$ cat config.mk
export PLATFORM = sky130hd
export DESIGN_NAME = aq_axi_freq_poller_flat
export DESIGN_NICKNAME = d
export VERILOG_FILES = /design/src/rtl/aq_axi_freq_poller_if.sv /design/src/rtl/aq_axi_freq_poller.sv /design/src/flat_wrapper.sv
export SDC_FILE = /design/constraint.sdc
export NUM_CORES = 1
export LEC_CHECK = 0
export ABC_CLOCK_PERIOD_IN_PS = 4600
export BUFFER_PORTS_ARGS = -buffer_cell sky130_fd_sc_hd__buf_2
export CAP_MARGIN = 40
export CORE_MARGIN = 4
export CORE_UTILIZATION = 53
export CTS_CLUSTER_DIAMETER = 150
export DETAILED_ROUTE_END_ITERATION = 8
export HOLD_SLACK_MARGIN = 0.12
export PLACE_DENSITY = 0.92
export SETUP_SLACK_MARGIN = 0.3
export SLEW_MARGIN = 15
export SYNTH_ARGS = -nofsm -noshare
export SYNTH_HDL_FRONTEND = slang
export SYNTH_SLANG_ARGS = --single-unit
$ cat constraint.sdc
create_clock -name ACLK -period 4.6 [get_ports ACLK]
set_input_delay 0.92 -clock ACLK [delete_from_list [all_inputs] [get_ports ACLK]]
set_output_delay 0.92 -clock ACLK [all_outputs]
set_load 0.01 [all_outputs]
$ cat src/rtl/aq_axi_freq_poller_if.sv
// AXI4-Lite bus between the frequency poller (master) and the frequency slave.
interface aq_axi_freq_poller_if;
   localparam int unsigned ADDR_W = 32;
   localparam int unsigned DATA_W = 32;

   logic [ADDR_W-1:0] M_AXI_AWADDR;
   logic [3:0]        M_AXI_AWCACHE;
   logic [2:0]        M_AXI_AWPROT;
   logic              M_AXI_AWVALID;
   logic              M_AXI_AWREADY;

   logic [DATA_W-1:0] M_AXI_WDATA;
   logic [3:0]        M_AXI_WSTRB;
   logic              M_AXI_WVALID;
   logic              M_AXI_WREADY;

   logic              M_AXI_BVALID;
   logic              M_AXI_BREADY;
   logic [1:0]        M_AXI_BRESP;

   logic [ADDR_W-1:0] M_AXI_ARADDR;
   logic [3:0]        M_AXI_ARCACHE;
   logic [2:0]        M_AXI_ARPROT;
   logic              M_AXI_ARVALID;
   logic              M_AXI_ARREADY;

   logic [DATA_W-1:0] M_AXI_RDATA;
   logic [1:0]        M_AXI_RRESP;
   logic              M_AXI_RVALID;
   logic              M_AXI_RREADY;

   modport master (
      output M_AXI_AWADDR, M_AXI_AWCACHE, M_AXI_AWPROT, M_AXI_AWVALID,
      input  M_AXI_AWREADY,
      output M_AXI_WDATA, M_AXI_WSTRB, M_AXI_WVALID,
      input  M_AXI_WREADY,
      input  M_AXI_BVALID, M_AXI_BRESP,
      output M_AXI_BREADY,
      output M_AXI_ARADDR, M_AXI_ARCACHE, M_AXI_ARPROT, M_AXI_ARVALID,
      input  M_AXI_ARREADY,
      input  M_AXI_RDATA, M_AXI_RRESP, M_AXI_RVALID,
      output M_AXI_RREADY
   );

   modport slave (
      input  M_AXI_AWADDR, M_AXI_AWCACHE, M_AXI_AWPROT, M_AXI_AWVALID,
      output M_AXI_AWREADY,
      input  M_AXI_WDATA, M_AXI_WSTRB, M_AXI_WVALID,
      output M_AXI_WREADY,
      output M_AXI_BVALID, M_AXI_BRESP,
      input  M_AXI_BREADY,
      input  M_AXI_ARADDR, M_AXI_ARCACHE, M_AXI_ARPROT, M_AXI_ARVALID,
      output M_AXI_ARREADY,
      output M_AXI_RDATA, M_AXI_RRESP, M_AXI_RVALID,
      input  M_AXI_RREADY
   );
endinterface

$ cat src/rtl/aq_axi_freq_poller.sv
// AXI4-Lite master: set/clear the frequency slave, wait out the gate, read FREQ.
// Define AQ_FREQ_POLLER_AUTO_EN to restart automatically after each successful read.
module aq_axi_freq_poller #(
   parameter logic [31:0] BASE_ADDR   = 32'h0000_0000,
   parameter logic [31:0] WAIT_CYCLES = 32'd100000016,
   parameter logic [15:0] TIMEOUT     = 16'd1024
) (
   input  logic        ACLK,
   input  logic        ARESET,
   input  logic        START,
   output logic        BUSY,
   output logic [31:0] FREQ_VALUE,
   output logic        FREQ_VALID,
   output logic        ERROR,
   aq_axi_freq_poller_if.master m_axi
);
   localparam int unsigned DATA_W = 32;
   localparam int unsigned TMO_W  = 16;

   typedef enum logic [2:0] {
      IDLE, WR_SET, WR_SET_B, WR_CLR, WR_CLR_B, WAIT, RD_A, RD_R
   } state_t;

   state_t              state_q, state_d;
   logic                aw_valid_q, aw_valid_d, w_valid_q, w_valid_d;
   logic                b_ready_q, b_ready_d, ar_valid_q, ar_valid_d;
   logic                r_ready_q, r_ready_d;
   logic [DATA_W-1:0]   awaddr_q, awaddr_d, wdata_q, wdata_d, araddr_q, araddr_d;
   logic [DATA_W-1:0]   freq_value_q, freq_value_d, wait_q, wait_d;
   logic                freq_valid_q, freq_valid_d, error_q, error_d, busy_q, busy_d;
   logic [TMO_W-1:0]    tmo_q, tmo_d;
   logic                go, in_hs;
`ifdef AQ_FREQ_POLLER_AUTO_EN
   logic                auto_q, auto_d;
`endif

   // Write response code carries no information the sequence acts on.
   logic unused_bresp;
   assign unused_bresp = ^m_axi.M_AXI_BRESP;

   always_ff @(posedge ACLK) begin
      if (ARESET) begin
         state_q      <= IDLE;
         aw_valid_q   <= 1'b0;
         w_valid_q    <= 1'b0;
         b_ready_q    <= 1'b0;
         ar_valid_q   <= 1'b0;
         r_ready_q    <= 1'b0;
         awaddr_q     <= '0;
         wdata_q      <= '0;
         araddr_q     <= '0;
         freq_value_q <= '0;
         wait_q       <= '0;
         freq_valid_q <= 1'b0;
         error_q      <= 1'b0;
         busy_q       <= 1'b0;
         tmo_q        <= '0;
`ifdef AQ_FREQ_POLLER_AUTO_EN
         auto_q       <= 1'b0;
`endif
      end else begin
         state_q      <= state_d;
         aw_valid_q   <= aw_valid_d;
         w_valid_q    <= w_valid_d;
         b_ready_q    <= b_ready_d;
         ar_valid_q   <= ar_valid_d;
         r_ready_q    <= r_ready_d;
         awaddr_q     <= awaddr_d;
         wdata_q      <= wdata_d;
         araddr_q     <= araddr_d;
         freq_value_q <= freq_value_d;
         wait_q       <= wait_d;
         freq_valid_q <= freq_valid_d;
         error_q      <= error_d;
         busy_q       <= busy_d;
         tmo_q        <= tmo_d;
`ifdef AQ_FREQ_POLLER_AUTO_EN
         auto_q       <= auto_d;
`endif
      end
   end

   always_comb begin
      state_d      = state_q;
      aw_valid_d   = aw_valid_q;
      w_valid_d    = w_valid_q;
      b_ready_d    = b_ready_q;
      ar_valid_d   = ar_valid_q;
      r_ready_d    = r_ready_q;
      awaddr_d     = awaddr_q;
      wdata_d      = wdata_q;
      araddr_d     = araddr_q;
      freq_value_d = freq_value_q;
      wait_d       = wait_q;
      freq_valid_d = 1'b0;
      error_d      = error_q;
      go           = START;
`ifdef AQ_FREQ_POLLER_AUTO_EN
      auto_d       = auto_q;
      go           = START | auto_q;
`endif

      case (state_q)
         IDLE: begin
            if (go) begin
               error_d    = 1'b0;
               awaddr_d   = BASE_ADDR;
               wdata_d    = 32'h8000_0000;
               aw_valid_d = 1'b1;
               w_valid_d  = 1'b1;
               state_d    = WR_SET;
`ifdef AQ_FREQ_POLLER_AUTO_EN
               auto_d     = 1'b0;
`endif
            end
         end
         WR_SET, WR_CLR: begin
            // AW and W complete independently; move on once both are done.
            aw_valid_d = aw_valid_q & ~m_axi.M_AXI_AWREADY;
            w_valid_d  = w_valid_q & ~m_axi.M_AXI_WREADY;
            if (!aw_valid_d && !w_valid_d) begin
               b_ready_d = 1'b1;
               state_d   = (state_q == WR_SET) ? WR_SET_B : WR_CLR_B;
            end
         end
         WR_SET_B: begin
            if (m_axi.M_AXI_BVALID) begin
               b_ready_d  = 1'b0;
               wdata_d    = 32'h0;
               aw_valid_d = 1'b1;
               w_valid_d  = 1'b1;
               state_d    = WR_CLR;
            end
         end
         WR_CLR_B: begin
            if (m_axi.M_AXI_BVALID) begin
               b_ready_d = 1'b0;
               // A zero wait issues the read on the cycle right after the B handshake.
               if (WAIT_CYCLES == 32'd0) begin
                  ar_valid_d = 1'b1;
                  araddr_d   = BASE_ADDR + 32'd4;
                  state_d    = RD_A;
               end else begin
                  wait_d  = WAIT_CYCLES;
                  state_d = WAIT;
               end
            end
         end
         WAIT: begin
            wait_d = wait_q - 32'd1;
            if (wait_d == 32'd0) begin
               ar_valid_d = 1'b1;
               araddr_d   = BASE_ADDR + 32'd4;
               state_d    = RD_A;
            end
         end
         RD_A: begin
            if (m_axi.M_AXI_ARREADY) begin
               ar_valid_d = 1'b0;
               r_ready_d  = 1'b1;
               state_d    = RD_R;
            end
         end
         RD_R: begin
            if (m_axi.M_AXI_RVALID) begin
               r_ready_d = 1'b0;
               state_d   = IDLE;
               if (m_axi.M_AXI_RRESP == 2'b00) begin
                  freq_value_d = m_axi.M_AXI_RDATA;
                  freq_valid_d = 1'b1;
`ifdef AQ_FREQ_POLLER_AUTO_EN
                  auto_d       = 1'b1;
`endif
               end else begin
                  error_d = 1'b1;
               end
            end
         end
         default: state_d = IDLE;
      endcase

      // Abort a handshake state that has made no transition for TIMEOUT cycles.
      in_hs = (state_q != IDLE) && (state_q != WAIT);
      if (in_hs && (state_d == state_q) && (tmo_q == TIMEOUT - 16'd1)) begin
         aw_valid_d = 1'b0;
         w_valid_d  = 1'b0;
         b_ready_d  = 1'b0;
         ar_valid_d = 1'b0;
         r_ready_d  = 1'b0;
         error_d    = 1'b1;
         state_d    = IDLE;
      end
      tmo_d  = (in_hs && (state_d == state_q)) ? tmo_q + 16'd1 : '0;
      busy_d = (state_d != IDLE);
   end

   assign BUSY       = busy_q;
   assign FREQ_VALUE = freq_value_q;
   assign FREQ_VALID = freq_valid_q;
   assign ERROR      = error_q;

   assign m_axi.M_AXI_AWADDR  = awaddr_q;
   assign m_axi.M_AXI_AWCACHE = 4'b0011;
   assign m_axi.M_AXI_AWPROT  = 3'b000;
   assign m_axi.M_AXI_AWVALID = aw_valid_q;
   assign m_axi.M_AXI_WDATA   = wdata_q;
   assign m_axi.M_AXI_WSTRB   = 4'hF;
   assign m_axi.M_AXI_WVALID  = w_valid_q;
   assign m_axi.M_AXI_BREADY  = b_ready_q;
   assign m_axi.M_AXI_ARADDR  = araddr_q;
   assign m_axi.M_AXI_ARCACHE = 4'b0011;
   assign m_axi.M_AXI_ARPROT  = 3'b000;
   assign m_axi.M_AXI_ARVALID = ar_valid_q;
   assign m_axi.M_AXI_RREADY  = r_ready_q;
endmodule

$ cat src/flat_wrapper.sv
// flat-port wrapper written by rule: the top's interface ports become plain ports
module aq_axi_freq_poller_flat 
#(
   parameter logic [31:0] BASE_ADDR   = 32'h0000_0000,
   parameter logic [31:0] WAIT_CYCLES = 32'd100000016,
   parameter logic [15:0] TIMEOUT     = 16'd1024
)
  (ACLK, ARESET, START, BUSY, FREQ_VALUE, FREQ_VALID, ERROR, m_axi_M_AXI_AWADDR, m_axi_M_AXI_AWCACHE, m_axi_M_AXI_AWPROT, m_axi_M_AXI_AWVALID, m_axi_M_AXI_AWREADY, m_axi_M_AXI_WDATA, m_axi_M_AXI_WSTRB, m_axi_M_AXI_WVALID, m_axi_M_AXI_WREADY, m_axi_M_AXI_BVALID, m_axi_M_AXI_BRESP, m_axi_M_AXI_BREADY, m_axi_M_AXI_ARADDR, m_axi_M_AXI_ARCACHE, m_axi_M_AXI_ARPROT, m_axi_M_AXI_ARVALID, m_axi_M_AXI_ARREADY, m_axi_M_AXI_RDATA, m_axi_M_AXI_RRESP, m_axi_M_AXI_RVALID, m_axi_M_AXI_RREADY);
  aq_axi_freq_poller_if m_axi_i ();
  input  logic ACLK;
  input  logic ARESET;
  input  logic START;
  output logic BUSY;
  output logic [31:0] FREQ_VALUE;
  output logic FREQ_VALID;
  output logic ERROR;
  output wire logic [$bits(m_axi_i.M_AXI_AWADDR)-1:0] m_axi_M_AXI_AWADDR;
  output wire logic [$bits(m_axi_i.M_AXI_AWCACHE)-1:0] m_axi_M_AXI_AWCACHE;
  output wire logic [$bits(m_axi_i.M_AXI_AWPROT)-1:0] m_axi_M_AXI_AWPROT;
  output wire logic [$bits(m_axi_i.M_AXI_AWVALID)-1:0] m_axi_M_AXI_AWVALID;
  input wire logic [$bits(m_axi_i.M_AXI_AWREADY)-1:0] m_axi_M_AXI_AWREADY;
  output wire logic [$bits(m_axi_i.M_AXI_WDATA)-1:0] m_axi_M_AXI_WDATA;
  output wire logic [$bits(m_axi_i.M_AXI_WSTRB)-1:0] m_axi_M_AXI_WSTRB;
  output wire logic [$bits(m_axi_i.M_AXI_WVALID)-1:0] m_axi_M_AXI_WVALID;
  input wire logic [$bits(m_axi_i.M_AXI_WREADY)-1:0] m_axi_M_AXI_WREADY;
  input wire logic [$bits(m_axi_i.M_AXI_BVALID)-1:0] m_axi_M_AXI_BVALID;
  input wire logic [$bits(m_axi_i.M_AXI_BRESP)-1:0] m_axi_M_AXI_BRESP;
  output wire logic [$bits(m_axi_i.M_AXI_BREADY)-1:0] m_axi_M_AXI_BREADY;
  output wire logic [$bits(m_axi_i.M_AXI_ARADDR)-1:0] m_axi_M_AXI_ARADDR;
  output wire logic [$bits(m_axi_i.M_AXI_ARCACHE)-1:0] m_axi_M_AXI_ARCACHE;
  output wire logic [$bits(m_axi_i.M_AXI_ARPROT)-1:0] m_axi_M_AXI_ARPROT;
  output wire logic [$bits(m_axi_i.M_AXI_ARVALID)-1:0] m_axi_M_AXI_ARVALID;
  input wire logic [$bits(m_axi_i.M_AXI_ARREADY)-1:0] m_axi_M_AXI_ARREADY;
  input wire logic [$bits(m_axi_i.M_AXI_RDATA)-1:0] m_axi_M_AXI_RDATA;
  input wire logic [$bits(m_axi_i.M_AXI_RRESP)-1:0] m_axi_M_AXI_RRESP;
  input wire logic [$bits(m_axi_i.M_AXI_RVALID)-1:0] m_axi_M_AXI_RVALID;
  output wire logic [$bits(m_axi_i.M_AXI_RREADY)-1:0] m_axi_M_AXI_RREADY;
  assign m_axi_M_AXI_AWADDR = m_axi_i.M_AXI_AWADDR;
  assign m_axi_M_AXI_AWCACHE = m_axi_i.M_AXI_AWCACHE;
  assign m_axi_M_AXI_AWPROT = m_axi_i.M_AXI_AWPROT;
  assign m_axi_M_AXI_AWVALID = m_axi_i.M_AXI_AWVALID;
  assign m_axi_i.M_AXI_AWREADY = m_axi_M_AXI_AWREADY;
  assign m_axi_M_AXI_WDATA = m_axi_i.M_AXI_WDATA;
  assign m_axi_M_AXI_WSTRB = m_axi_i.M_AXI_WSTRB;
  assign m_axi_M_AXI_WVALID = m_axi_i.M_AXI_WVALID;
  assign m_axi_i.M_AXI_WREADY = m_axi_M_AXI_WREADY;
  assign m_axi_i.M_AXI_BVALID = m_axi_M_AXI_BVALID;
  assign m_axi_i.M_AXI_BRESP = m_axi_M_AXI_BRESP;
  assign m_axi_M_AXI_BREADY = m_axi_i.M_AXI_BREADY;
  assign m_axi_M_AXI_ARADDR = m_axi_i.M_AXI_ARADDR;
  assign m_axi_M_AXI_ARCACHE = m_axi_i.M_AXI_ARCACHE;
  assign m_axi_M_AXI_ARPROT = m_axi_i.M_AXI_ARPROT;
  assign m_axi_M_AXI_ARVALID = m_axi_i.M_AXI_ARVALID;
  assign m_axi_i.M_AXI_ARREADY = m_axi_M_AXI_ARREADY;
  assign m_axi_i.M_AXI_RDATA = m_axi_M_AXI_RDATA;
  assign m_axi_i.M_AXI_RRESP = m_axi_M_AXI_RRESP;
  assign m_axi_i.M_AXI_RVALID = m_axi_M_AXI_RVALID;
  assign m_axi_M_AXI_RREADY = m_axi_i.M_AXI_RREADY;
  aq_axi_freq_poller #(.BASE_ADDR(BASE_ADDR), .WAIT_CYCLES(WAIT_CYCLES), .TIMEOUT(TIMEOUT)) u_core (.ACLK(ACLK), .ARESET(ARESET), .START(START), .BUSY(BUSY), .FREQ_VALUE(FREQ_VALUE), .FREQ_VALID(FREQ_VALID), .ERROR(ERROR), .m_axi(m_axi_i));
endmodule
==> results of run 1 <==
==> report_power, final <==
group          switching, W  internal, W
clock              0.000320     0.000210
combinational      0.000299     0.000168
sequential        0.0000502     0.000834
==> Yosys cell counts, drive strengths merged (2+ instances only) <==
master and instances:
nand3 14, or4 7, a21oi 73, or2 4, a211o 7, a22oi 2
a31oi 3, or3 12, conb 2, nand2b 7, o21ai 28, or4b 2
inv 9, xnor2 14, o22ai 2, nor2b 4, nand2 104, nor3 20
nand3b 2, ha 3, nand4 8, or3b 3, buf 117, a311oi 9
a21o 3, a211oi 3, and3 4, o41ai 2, nor3b 2, o31ai 3
dfxtp 93, nor4 13, xor2 3, nor2 71, clkbuf 36
==> routing by layer <==
layer | wire length (um) | share of wire | GRT usage | vias to the layer above
met2 | 5910 | 0.52 | 0.323 | 180
met4 | 177 | 0.015 | 0.0586 | 0
met5 | 0 | 0 | 0 | -
met3 | 814 | 0.071 | 0.0400 | 20
li1 | - | - | - | 2315
met1 | 4520 | 0.40 | 0.241 | 2139
==> cell type report <==
class / count / area, sq um
Tap cell: 133 / 166
Multi-Input combinational cell: 563 / 2890
Sequential cell: 93 / 1860
Inverter: 9 / 33.8
Clock inverter: 7 / 65.1
Fill cell: 910 / 4230
Clock buffer: 9 / 124
Timing Repair Buffer: 88 / 453
==> worst reg2reg max path, delay by kind of cell (launching register included) <==
| kind | cells | cell delay (ns) |
|---|---|---|
| flip-flops | 1 | 0.37 |
| adder cells (fa/ha/maj) | 1 | 0.24 |
| buffers and inverters | 1 | 0.09 |
| AO/OA/AOI/OAI | 3 | 0.62 |
| AND/OR/NAND/NOR | 4 | 1.58 |
==> kinds of logic (layout without fill, tap and decap cells) <==
logic type | after synthesis | in the layout
flip-flops | 93 | 93
other | 2 | 112
multiplexers | 2 | 2
AO/OA/AOI/OAI | 147 | 147
XOR/XNOR | 17 | 17
buffers and inverters | 162 | 113
AND/OR/NAND/NOR | 281 | 281
adder cells (fa/ha/maj) | 4 | 4
==> registers in the layout, indices dropped and copies added (netlist names) <==
register / flops
u_core.FREQ_VALUE: 32
u_core.wait_q: 32
u_core.tmo_q: 16
u_core.state_q: 3
u_core.BUSY: 1
u_core.ERROR: 1
u_core.FREQ_VALID: 1
u_core.m_axi.M_AXI_ARADDR: 1
u_core.m_axi.M_AXI_ARVALID: 1
u_core.m_axi.M_AXI_AWVALID: 1
u_core.m_axi.M_AXI_BREADY: 1
u_core.m_axi.M_AXI_RREADY: 1
u_core.m_axi.M_AXI_WDATA: 1
u_core.m_axi.M_AXI_WVALID: 1
==> worst max path at each step <==
| stage | endpoint | slack, ns | cells past startpoint |
|---|---|---|---|
| after floorplan | u_core.tmo_q[3]$_SDFF_PP0_ | 1.65 | 10 |
| after global placement | u_core.tmo_q[3]$_SDFF_PP0_ | 1.53 | 8 |
| after detailed placement | u_core.tmo_q[9]$_SDFF_PP0_ | 1.51 | 8 |
| after CTS | u_core.m_axi.M_AXI_ARADDR[2]$_SDFFE_PP0P_ | 1.66 | 9 |
| after global routing | u_core.m_axi.M_AXI_ARADDR[2]$_SDFFE_PP0P_ | 1.50 | 9 |
| final | u_core.m_axi.M_AXI_ARVALID$_SDFFE_PP0P_ | 1.65 | 9 |
==> metrics by stage <==
stage	setup slack, ns	utilization	power [W]	hold WS, ns
floorplan	1.65	-	0.00133	0.430
global placement	1.53	0.550	0.00135	0.434
detailed placement	1.51	0.550	0.00136	0.444
CTS	1.66	0.569	0.00188	0.457
global route	1.50	0.569	0.00199	0.479
finish	1.65	0.569	0.00188	0.455
==> results.toml, run 1 <==
[floorplanning]
coreArea_sq_um = 9820
start_util = 0.546
fp.dieW_um = 109
die_h_um = 109
io_pins = 198
die_area_sq_um = 11800
std_cell_rows = 36

[detailed_routing]
firstDrtPassIters = 5
ant_nets = 0
drtIter0Drc = 430
routedWlPerCell_um = 12.7
drc_errors = 0
vias = 4654
avgViaCountPerCell = 5.16
wirelength_um = 11400

[logic_synthesis]
synth_top_family_by_area = "simple AND/OR/NAND/NOR gates"
yosysTopAreaCell = "dfxtp_1"
syn_area_sq_um = 5360
postSynthCellCount = 708
synth_fa_ha_area_frac = 0.00886
synthArstFlopShare = 0
synth_top_cell_area_share = 0.347
seq_area_frac_synth = 0.347
synth-compound-area-share = 0.165
synth_cell_type_count = 65
synth-simple-area-share = 0.253
synth_warnings = 0
synthTopCellsByArea = "dfxtp_1 35%, buf_4 16%, nand2_1 7.3%"
avgSynthCellArea_sq_um = 7.58
synth-xor-area-share = 0.0278
synth-seq-cells = 93
muxShareOfSynthArea = 0.00397
synth_top_flop_cell = "dfxtp_1"
synth_edf_count = 0

[global_routing]
grt_start_max_net_pins = 70
grt_overflow = 0
grt_pass1_wl_um = 18600
grt_pass1_vias = 3968
antenna_found_initial = 0
grtUsageTotal = 0.190

[sta]
setup_violations = 0
setup_tns_ns = 0
drv_slew = 0
clock_skew_ns = 0.00827
rsz0062_at_grt = "false"
fin_crit_sh = 0.642
hold_violations = 0
slew-limit-headroom = 0.482
tightest_slew_ns = 0.775
period_needed_ns = 2.95
fmaxAchievable_mhz = 339

[place]
port-buffer-count = 83
dp.cells = 886
placed_cell_area_sq_um = 5400
dpl.hpwl_um = 8150
globalplace.congestion = 0.927

[cts]
clkLatencyLatePin_ns = 0.37
tritoncts = "done"
cts_made_buffers = 9
clockRootBuffer = "clkbuf_8"
cts_setup_buffers = 0
postCtsResizedCells = 0
htree_levels = 3
path_clk_slew_ns = 0.10
clock_sinks = 93
clock_path_buffers = 2
hold_buffers = 0

[final_layout]
design_area_sq_um = 5590
final_layout_size_suffix_gt1_frac = 0.159
layout_commonest_cell = "conb_1"
areaGrowthSynthToFinish_pct = 4.20
final_cells = 902
fin_nets = 811
layout_common_cells = "112 x conb_1, 104 x nand2_1, 93 x dfxtp_1, 83 x buf_2, 73 x a21oi_1"
num_antenna_cells = 0

[setup_path]
cp_max_fo = 8
r2r_setup_slack_ns = 1.65
cp_top_family = "simple AND/OR/NAND/NOR gates"
r2r_cells = 9
critPathMaxStageDelay_ns = 0.51
path_cells = "inv_1 -> ha_1 -> or3b_1 -> o21ai_1 -> or4b_1 -> a22o_2 -> nor4_2 -> nand4_1 -> a21oi_1"
crit_slowest_cell = "or3b_1"
start_kind = "flip-flop"
critPathRequiredTime_ns = 4.91
critPathCaptureType = "flip-flop"
timing.rr.end = "u_core.m_axi.M_AXI_ARVALID$_SDFFE_PP0P_"
cp.buffers_inverters = 1
crit_arrival_ns = 3.26
r2r_start = "u_core.wait_q[0]$_SDFFE_PP0P_"
worstSetupPathType = "reg -> reg"
startpoint = "u_core.wait_q[0]$_SDFFE_PP0P_"

[min_path]
holdPathEnd = "u_core.FREQ_VALUE[10]$_SDFFE_PP0P_"
hp-class = "reg -> reg"
whs_path_depth = 2
hp-start = "u_core.FREQ_VALUE[10]$_SDFFE_PP0P_"

[flow_run]
cap_violations = 0

[run_status]
outcome = "finished, final reports clean"

[power_and_ir_drop]
vdd_drop_max_v = 0.000223
powerDensity_nw_per_um2 = 337
p_leak_nw = 2.37
Power figures use the tool's default switching activity.
==> run 2: changes to the inputs <==
--- a/config.mk
+++ b/config.mk
@@ -5,15 +5,15 @@
 export SDC_FILE = /design/constraint.sdc
 export NUM_CORES = 1
 export LEC_CHECK = 0
-export ABC_CLOCK_PERIOD_IN_PS = 4600
+export ABC_CLOCK_PERIOD_IN_PS = 2350
 export BUFFER_PORTS_ARGS = -buffer_cell sky130_fd_sc_hd__buf_2
 export CAP_MARGIN = 40
 export CORE_MARGIN = 4
-export CORE_UTILIZATION = 53
+export CORE_UTILIZATION = 45
 export CTS_CLUSTER_DIAMETER = 150
 export DETAILED_ROUTE_END_ITERATION = 8
 export HOLD_SLACK_MARGIN = 0.12
-export PLACE_DENSITY = 0.92
+export PLACE_DENSITY = 0.84
 export SETUP_SLACK_MARGIN = 0.3
 export SLEW_MARGIN = 15
 export SYNTH_ARGS = -nofsm -noshare
==> constraint.sdc (replaced) <==
create_clock -name ACLK -period 2.35 [get_ports ACLK]
set_input_delay 0.47 -clock ACLK [delete_from_list [all_inputs] [get_ports ACLK]]
set_output_delay 0.47 -clock ACLK [all_outputs]
set_load 0.01 [all_outputs]
==> run 2 against run 1 <==
Net effect: the flow now finishes with violations (negative setup slack); clock power rose to 2.7 times the previous value; global-route usage shrank 0.47 points; hold slack worse by 0.10 ns; first-iteration DRC count fell by 11%; sequential share of layout area shrank 5.6 points; sequential power up 92%; via count rose by 11%; design area is 21% higher; sequential cell count unchanged; register-to-register slack got worse by 1.8 ns; critical path depth rose by 1; setup slack got worse by 1.8 ns; critical endpoint is now u_core.m_axi.M_AXI_ARADDR[2]$_SDFFE_PP0P_; largest cell class unchanged.
==> results.toml, run 2 (synthesis results as in run 1) <==
[run_status]
outcome = "complete, but fails checks"
failed_checks = "negative setup slack"

[final_layout]
fin_nets = 893
layout_commonest_cell = "conb_1"
num_antenna_cells = 0
design_area_sq_um = 6750
multi_input_area_sq_um = 3250
fillCellCount = 982
fin_util = 0.583
layout_common_cells = "112 x conb_1, 103 x nand2_1, 85 x dfxtp_1, 83 x buf_2, 72 x buf_4"
regArea_sq_um = 1870
areaGrowthSynthToFinish_pct = 25.8
final_layout_size_suffix_gt1_frac = 0.324

[sta]
period_needed_ns = 2.47
final.setup.worst_slack_ns = -0.118
fin_crit_sh = 1.05
rsz0062_at_grt = "true"
tightest_slew_ns = 0.710
setup_violations = 5
fmaxAchievable_mhz = 405
slew-limit-headroom = 0.521
clock_skew_ns = 0.00536
setup_tns_ns = -0.406
hold_violations = 0
drv_slew = 0

[power_and_ir_drop]
powerDensity_nw_per_um2 = 701
combPwrFrac = 0.341
p_seq_frac = 0.360
p_sw_frac = 0.343
p_int_w = 0.00311
vdd_drop_max_v = 0.000353
p_leak_nw = 2.91
p_clk_frac = 0.299
power.net_switching_w = 0.00162
power.total_w = 0.00473

[floorplanning]
die_h_um = 117
fp.dieW_um = 117
die_area_sq_um = 13700
io_pins = 198
std_cell_rows = 39
coreArea_sq_um = 11600
start_util = 0.464

[setup_path]
cp_top_family = "simple AND/OR/NAND/NOR gates"
critPathCaptureType = "flip-flop"
start_kind = "flip-flop"
crit_arrival_ns = 2.75
cp.buffers_inverters = 2
crit_slowest_cell = "or3b_4"
cpMostUsedCell = "nand4_1"
cp_max_fo = 4
path_cells = "inv_2 -> ha_4 -> or3b_4 -> nor4_2 -> buf_4 -> xnor2_2 -> nand4_1 -> nor4_4 -> nand4_1 -> a21oi_1"
worstSetupPathType = "reg -> reg"
critPathRequiredTime_ns = 2.63
critPathMaxStageDelay_ns = 0.40

[detailed_routing]
wirelength_um = 14000
drc_errors = 0
routedWlPerCell_um = 14.1
avgViaCountPerCell = 5.21
firstDrtPassIters = 5
vias = 5180
drtIter0Drc = 381
ant_nets = 0

[place]
globalplace.congestion = 0.925
dp_worst_setup_slack_ns = -0.0917
port-buffer-count = 83
dpl.hpwl_um = 9470
placed_cell_area_sq_um = 6020

[cts]
cts_made_buffers = 9
tritoncts = "done"
htree_levels = 3
path_clk_slew_ns = 0.07
clock_path_buffers = 2
clockRootBuffer = "clkbuf_16"
hold_buffers = 0
clock_sinks = 93
clkLatencyLatePin_ns = 0.35

[global_routing]
busiest_layer = "met2"
grt_start_max_net_pins = 37
grtUsageTotal = 0.185
gr-usage-met3 = 0.0406
grt_use_met1 = 0.238
antenna_found_initial = 0
grt_pass1_vias = 4461
grt_overflow = 0
grt_use_met2 = 0.301
grt_pass1_wl_um = 20700

[flow_run]
cap_violations = 0

[min_path]
hp-class = "in -> reg"
[run 2: cell count changes in the layout (fill, tap and decap cells not counted), sizes merged]
cell      previous run  this run
or2                  4         5
clkinvlp             1         2
buf                 88       169
clkinv               2         1
[run 2: cell type report]
class	count	area share
inverters	9	0.00501
clock inverters	7	0.00946
clock buffers	9	0.0334
well taps	143	0.0265
flip-flops and latches	93	0.277
repair buffers	169	0.166
multi-input cells	564	0.482
[run 2: worst register-to-register path, delay by kind of cell, from the launching register on]
family / cells / cell delay (ns)
compound gates: 1 / 0.19
xor+xnor: 1 / 0.11
fa+ha+maj: 1 / 0.14
buf+inv: 2 / 0.26
flops: 1 / 0.33
simple gates: 5 / 1.39
[run 2: stage by stage]
step,cells,hold WS (ns)
global route,994,0.354
global placement,966,0.438
finish,994,0.356
floorplan,818,0.432
detailed placement,966,0.445
CTS,987,0.347
[run 2: final timing paths]
path | startpoint | endpoint | slack [ns] | cells after the start
setup / recovery | u_core.wait_q[1]$_SDFFE_PP0P_ | u_core.m_axi.M_AXI_ARADDR[2]$_SDFFE_PP0P_ | -0.12 | 10
hold / removal | m_axi_M_AXI_RDATA[1] | u_core.FREQ_VALUE[1]$_SDFFE_PP0P_ | 0.36 | 3
setup reg to reg | u_core.wait_q[1]$_SDFFE_PP0P_ | u_core.m_axi.M_AXI_ARADDR[2]$_SDFFE_PP0P_ | -0.12 | 10
hold reg to reg | u_core.m_axi.M_AXI_ARADDR[2]$_SDFFE_PP0P_ | u_core.m_axi.M_AXI_ARADDR[2]$_SDFFE_PP0P_ | 0.45 | 2
[run 2: layer usage]
metal  vias to the layer above  routed length [um]
met4                         0                 365
met1                      2380                5690
met2                       278                6740
li1                       2485                   -
met5                         -                   0
met3                        37                1180
[run 2: power by group through the flow]
| stage | clock (W) | sequential, W | combinational, W |
|---|---|---|---|
| floorplan | 0 | 0.00172 | 0.000972 |
| global placement | 0 | 0.00173 | 0.00123 |
| detailed placement | 0 | 0.00173 | 0.00125 |
| CTS | 0.00144 | 0.00170 | 0.00137 |
| global route | 0.00151 | 0.00171 | 0.00173 |
| finish | 0.00141 | 0.00170 | 0.00161 |
[run 2: what timing repair did]
action / 4_1_cts / 5_1_grt
resized for setup: 32 / 60
pin swaps: 18 / 22
setup buffers: 5 / 5
cloned: 0 / 2
setup endpoints to repair: 41 / 71
